File: src/rtl/cpu_pkg.sv
// Shared CPU parameter defaults and width helpers, used by the regfile scoreboard and the ID stage.
// Pure declarations: no logic, no latency, no flow control.
// Widths derive from register count and pending depth so both stages agree.
package cpu_pkg;

    localparam int XLEN_DEF    = 32;
    localparam int NREG_DEF    = 32;
    localparam int NRD_DEF     = 2;
    localparam int MAXPEND_DEF = 3;

    function automatic int aw_f(input int nreg);
        return (nreg > 1) ? $clog2(nreg) : 1;
    endfunction

    function automatic int cw_f(input int maxpend);
        return (maxpend > 0) ? $clog2(maxpend + 1) : 1;
    endfunction

endpackage

File: src/rtl/regfile_scoreboard_if.sv
// Issue/writeback/status bundle between the ID stage and the regfile scoreboard.
// Wires only: no latency; issue_ready is the only backpressure signal.
// master = ID stage side, slave = scoreboard side.
interface regfile_scoreboard_if
    import cpu_pkg::*;
#(
    parameter int XLEN = XLEN_DEF,
    parameter int NRD  = NRD_DEF,
    parameter int AW   = aw_f(NREG_DEF)
);
    logic                issue_valid;
    logic [AW-1:0]       issue_dst;
    logic [NRD*AW-1:0]   issue_src;
    logic                issue_ready;
    logic [NRD*XLEN-1:0] rd_data;
    logic                wb_valid;
    logic [AW-1:0]       wb_reg;
    logic [XLEN-1:0]     wb_data;
    logic                flush;
    logic                busy;
    logic                err_underflow;

    modport master (
        output issue_valid, issue_dst, issue_src, wb_valid, wb_reg, wb_data, flush,
        input  issue_ready, rd_data, busy, err_underflow
    );

    modport slave (
        input  issue_valid, issue_dst, issue_src, wb_valid, wb_reg, wb_data, flush,
        output issue_ready, rd_data, busy, err_underflow
    );
endinterface

File: src/rtl/sb_counter.sv
// Per-register pending-write counter: saturating up/down with synchronous clear.
// One cycle from inc/dec/clr to the new count; underflow is combinational.
// No backpressure; the caller must not inc at MAXPEND (the counter holds if it does).
module sb_counter #(
    parameter int CW      = 2,
    parameter int MAXPEND = 3
) (
    input  logic          CLOCK,
    input  logic          RESET,
    input  logic          inc,
    input  logic          dec,
    input  logic          clr,
    output logic [CW-1:0] cnt,
    output logic          underflow
);
    localparam logic [CW-1:0] CNT_MAX = CW'(MAXPEND);

    // A dec with nothing pending is an error unless a flush is discarding tracking anyway.
    assign underflow = dec && !clr && (cnt == '0);

    always_ff @(posedge CLOCK or negedge RESET) begin
        if (!RESET) begin
            cnt <= '0;
        end else if (clr) begin
            cnt <= '0;
        end else if (inc && !dec && (cnt != CNT_MAX)) begin
            cnt <= cnt + CW'(1);
        end else if (dec && !inc && (cnt != '0)) begin
            cnt <= cnt - CW'(1);
        end
    end
endmodule

File: src/rtl/regfile_scoreboard.sv
// Register file with per-register pending-write scoreboard and write-through read bypass.
// Reads and issue_ready are combinational; writes/counters update at the next CLOCK edge.
// issue_ready stalls issue on unresolved source hazards, destination saturation or flush.
module regfile_scoreboard
    import cpu_pkg::*;
#(
    parameter int XLEN    = XLEN_DEF,
    parameter int NREG    = NREG_DEF,
    parameter int NRD     = NRD_DEF,
    parameter int MAXPEND = MAXPEND_DEF
) (
    input  logic                 CLOCK,
    input  logic                 RESET,
    regfile_scoreboard_if.slave  sb
);
    localparam int AW = aw_f(NREG);
    localparam int CW = cw_f(MAXPEND);
    localparam logic [CW-1:0] CNT_MAX = CW'(MAXPEND);

    logic [XLEN-1:0] regs [NREG];
    logic [CW-1:0]   cnt  [NREG];
    logic [NREG-1:0] inc, dec, uflow;
    logic            wb_en, fire, rdy, busy, err;

    assign wb_en = sb.wb_valid && (sb.wb_reg != '0);
    assign fire  = sb.issue_valid && rdy;

    assign regs[0]  = '0;
    assign cnt[0]   = '0;
    assign inc[0]   = 1'b0;
    assign dec[0]   = 1'b0;
    assign uflow[0] = 1'b0;

    for (genvar i = 1; i < NREG; i++) begin : g_reg
        logic [XLEN-1:0] q;

        assign inc[i]  = fire && (sb.issue_dst == AW'(i));
        assign dec[i]  = sb.wb_valid && (sb.wb_reg == AW'(i));
        assign regs[i] = q;

        always_ff @(posedge CLOCK or negedge RESET) begin
            if (!RESET) q <= '0;
            else if (dec[i]) q <= sb.wb_data;
        end

        sb_counter #(.CW(CW), .MAXPEND(MAXPEND)) u_cnt (
            .CLOCK     (CLOCK),
            .RESET     (RESET),
            .inc       (inc[i]),
            .dec       (dec[i]),
            .clr       (sb.flush),
            .cnt       (cnt[i]),
            .underflow (uflow[i])
        );
    end

    // A same-cycle writeback retires one pending write, so a count of 1 on a source,
    // or a saturated destination, no longer blocks issue.
    always_comb begin
        logic [AW-1:0] s;
        s   = '0;
        rdy = !sb.flush;
        for (int k = 0; k < NRD; k++) begin
            s = sb.issue_src[k*AW +: AW];
            if (s != '0) begin
                if (cnt[s] > CW'(1)) rdy = 1'b0;
                else if ((cnt[s] == CW'(1)) && !(wb_en && (sb.wb_reg == s))) rdy = 1'b0;
            end
        end
        if ((sb.issue_dst != '0) && (cnt[sb.issue_dst] == CNT_MAX) &&
            !(wb_en && (sb.wb_reg == sb.issue_dst))) rdy = 1'b0;
    end

    always_comb begin
        logic [AW-1:0] s;
        s          = '0;
        sb.rd_data = '0;
        for (int k = 0; k < NRD; k++) begin
            s = sb.issue_src[k*AW +: AW];
            if (wb_en && (sb.wb_reg == s)) sb.rd_data[k*XLEN +: XLEN] = sb.wb_data;
            else                           sb.rd_data[k*XLEN +: XLEN] = regs[s];
        end
    end

    always_comb begin
        busy = 1'b0;
        for (int i = 1; i < NREG; i++) busy = busy | (cnt[i] != '0);
    end

    always_ff @(posedge CLOCK or negedge RESET) begin
        if (!RESET) err <= 1'b0;
        else if (|uflow) err <= 1'b1;
    end

    assign sb.issue_ready   = rdy;
    assign sb.busy          = busy;
    assign sb.err_underflow = err;
endmodule

File: src/flat_wrapper.sv
// flat-port wrapper written by rule: the top's interface ports become plain ports
module regfile_scoreboard_flat import cpu_pkg::*;
#(
    parameter int XLEN    = XLEN_DEF,
    parameter int NREG    = NREG_DEF,
    parameter int NRD     = NRD_DEF,
    parameter int MAXPEND = MAXPEND_DEF
)
  (CLOCK, RESET, sb_issue_valid, sb_issue_dst, sb_issue_src, sb_wb_valid, sb_wb_reg, sb_wb_data, sb_flush, sb_issue_ready, sb_rd_data, sb_busy, sb_err_underflow);
  regfile_scoreboard_if #(.XLEN(XLEN), .NRD(NRD), .AW((aw_f(NREG)))) sb_i ();
  input  logic CLOCK;
  input  logic RESET;
  input wire logic [$bits(sb_i.issue_valid)-1:0] sb_issue_valid;
  input wire logic [$bits(sb_i.issue_dst)-1:0] sb_issue_dst;
  input wire logic [$bits(sb_i.issue_src)-1:0] sb_issue_src;
  input wire logic [$bits(sb_i.wb_valid)-1:0] sb_wb_valid;
  input wire logic [$bits(sb_i.wb_reg)-1:0] sb_wb_reg;
  input wire logic [$bits(sb_i.wb_data)-1:0] sb_wb_data;
  input wire logic [$bits(sb_i.flush)-1:0] sb_flush;
  output wire logic [$bits(sb_i.issue_ready)-1:0] sb_issue_ready;
  output wire logic [$bits(sb_i.rd_data)-1:0] sb_rd_data;
  output wire logic [$bits(sb_i.busy)-1:0] sb_busy;
  output wire logic [$bits(sb_i.err_underflow)-1:0] sb_err_underflow;
  assign sb_i.issue_valid = sb_issue_valid;
  assign sb_i.issue_dst = sb_issue_dst;
  assign sb_i.issue_src = sb_issue_src;
  assign sb_i.wb_valid = sb_wb_valid;
  assign sb_i.wb_reg = sb_wb_reg;
  assign sb_i.wb_data = sb_wb_data;
  assign sb_i.flush = sb_flush;
  assign sb_issue_ready = sb_i.issue_ready;
  assign sb_rd_data = sb_i.rd_data;
  assign sb_busy = sb_i.busy;
  assign sb_err_underflow = sb_i.err_underflow;
  regfile_scoreboard #(.XLEN(XLEN), .NREG(NREG), .NRD(NRD), .MAXPEND(MAXPEND)) u_core (.CLOCK(CLOCK), .RESET(RESET), .sb(sb_i));
endmodule
File: config.mk
export PLATFORM = sky130hd
export DESIGN_NAME = regfile_scoreboard_flat
export DESIGN_NICKNAME = d
export VERILOG_FILES = /design/src/rtl/cpu_pkg.sv /design/src/rtl/regfile_scoreboard_if.sv /design/src/rtl/sb_counter.sv /design/src/rtl/regfile_scoreboard.sv /design/src/flat_wrapper.sv
export SDC_FILE = /design/constraint.sdc
export NUM_CORES = 2
export LEC_CHECK = 0
export CORE_MARGIN = 1
export CORE_UTILIZATION = 55
export CTS_CLUSTER_DIAMETER = 150
export DETAILED_ROUTE_END_ITERATION = 16
export PLACE_DENSITY = 0.76
export SYNTH_ARGS = -nofsm -noshare
export SYNTH_HDL_FRONTEND = slang
export SYNTH_SLANG_ARGS = --single-unit
File: constraint.sdc
create_clock -name CLOCK -period 9.9 [get_ports CLOCK]
set_clock_uncertainty 0.2 [all_clocks]
set_input_delay 0.99 -clock CLOCK [delete_from_list [all_inputs] [get_ports CLOCK]]
set_output_delay 0.99 -clock CLOCK [all_outputs]
set_load 0.005 [all_outputs]
==> run metrics <==
Fin. Hold Viols=0; Final min period=6.47 ns; final worst path period share=65.4%; fin nets=4799; Total Wirelength=198 mm; most used cell, CP=clkdlybuf4s50_1; DIE AREA=0.109 mm²; Initial DRC Count=6886; Synth Instances=4879; CTS tree=built; post-synthesis sequential area ratio=44.5%; Hold Path Class=input pin to async pin; Fin Setup TNS=0 ns; Ys Warns=0; Setup CP Type=input pin to output pin; DRT antenna net count=0; Slew @ Worst Pin=1.28 ns; Max Freq=0.154 GHz; Critical Path Fanout Max=36; cell taking the most area after synthesis=dfrtp_1; H-tree levels=3; EDFF count, synth=0; post-cts sizing count=0; Yosys reg bits=1055; global-route wire length before repair=293 mm; fin util=61.0%; cts hold-fix bufs=0; hpwl dp=107 mm; total power=12.8 mW; average size of a mapped cell=12.2 µm²; CP peak stage delay=0.89 ns; Die W=330 µm; critical path endpoint category=output pin; Slew Limit Fails=0; P per Cell Area=195 mW/mm²; Vias/cell=7.15; Placer Congestion=0.943; P_leak=29.2 nW; top post-synthesis cells by area=dfrtp_1 45%, mux4_2 23%, mux2_2 12%; max cap viols=0; Initial Utilization=55.4%; final setup fails=0; Hold Slack=0.124 ns; placeable core area=0.107 mm²; critical path data required time=8.71 ns; WL per Instance=31.8 µm; Ports=124; Crit-path slowest cell=buf_4; clock latency on the worst-skew pair=0.70 ns; cell at the root of the clock tree=clkbuf_16; count of input and output buffers=123; Vias=44600; Die Ht=330 µm; largest net degree at the start of global routing=181; commonest non-fill, non-tap cell in the layout=nand2_1; Placed Cells incl. Taps=6037; relative slew slack=14.3%; remaining global-route overflow=0; Top FF cell, synth=dfrtp_1; fin cells=6236; CTS Buf Count=106; post-synth cell types=65; DR pass1 iterations=8; post-route DRC violation count=0; vias in the first global route=44000; global-route usage over all layers=36.9%; Sink Count=1055; CTS clk-pin slew, worst paths=0.06 ns; area share of the largest cell type after synthesis=44.5%; crit path DAT=5.28 ns; worst vdd ir=0.165 mV; unrepaired setup endpoints after global routing=no; Net Count, Synth=4936; outcome=finished clean; initial antenna violation count=10; share of layout cells above drive strength 1=33.4%; startpoint types=input pin; share of flip-flops with an asynchronous set or reset=100%; # rows=120; area grow syn2layout=10.2%; clock buffer depth=3; postcts setup bufs=0; most frequent cells in the layout=1368 x nand2_1, 1055 x dfrtp_1, 650 x mux2_2; crit-path cells=clkdlybuf4s50_1 -> inv_6 -> buf_4 -> mux4_2 -> mux2i_1 -> o21ai_0 -> clkdlybuf4s50_1; Synth Cell Area=0.0593 mm²
## per-layer routing
metal	up-vias	wire (µm)	track usage [%]
met4	10	10700	17.6
met5	-	83	0
li1	17500	-	-
met1	22900	71100	49.9
met3	732	30300	13.7
met2	3515	86200	53.0
## final timing paths
kind	startpoint	end	slack, ns	depth (start not counted)
max	sb_issue_src[8]	sb_rd_data[53]	3.43	7
min	RESET	u_core.g_reg[17].q[22]	0.12	1
max reg2reg	u_core.g_reg[10].u_cnt.cnt[1]	u_core.g_reg[10].u_cnt.cnt[0]	5.42	9
min reg2reg	u_core.sb.err_underflow	u_core.sb.err_underflow	0.28	1
max in group asynchronous	RESET	u_core.g_reg[25].q[4]	7.06	3
min in group CLOCK	u_core.sb.err_underflow	u_core.sb.err_underflow	0.28	1
## through the flow
step                setup slack [ns]  area, µm²
floorplan                       5.14      59300
global placement                3.49      61600
detailed placement              3.46      61600
CTS                             3.45      65300
global route                    3.17      65300
finish                          3.43      65400
## critical path, delay by kind of cell
| kind | cells | cell delay (ns) |
|---|---|---|
| AOI/OAI and AO/OA | 1 | 0.87 |
| buffers and inverters | 4 | 2.92 |
| muxes | 2 | 0.48 |
## where the power goes
group / internal (mW) / switching, mW
Sequential: 5.09 / 0.604
Combinational: 1.59 / 1.18
Clock: 2.51 / 1.79
## synth_stat cells (19+ instances only)
library cell,count
nand3_1,33
a21oi_1,54
mux2_2,650
nand2_1,1389
o21ai_0,97
a22o_1,67
mux4_2,615
clkbuf_1,384
mux2i_1,74
buf_1,66
dfrtp_1,1055
nand2b_1,23
nor2_1,65
nor4_1,24
a311oi_1,19
xnor2_1,20
nor3_1,44
## cell type report
type                       instances  area, µm²
multi-input combinational       3341      31300
clock buffer                     158       3150
timing repair buffer             227       2140
clock inverter                    35        546
fill                            8036      41700
tap                             1403       1760
sequential                      1055      26400
inverter                          11       46.3
antenna                            6       15.0
## logic make-up after synthesis
group | after synthesis | share of synthesized area [%]
buf+inv | 483 | 3.17
simple gates | 1666 | 11.4
compound gates | 309 | 3.57
mux | 1339 | 36.9
xor+xnor | 27 | 0.399
flops | 1055 | 44.5
## registers in the layout, summed over array words and instances (netlist names)
signal / count
u_core.g.q: 992
u_core.g.u_cnt.cnt: 62
u_core.sb.err_underflow: 1
No activity file was read; power rests on OpenSTA's default activity.
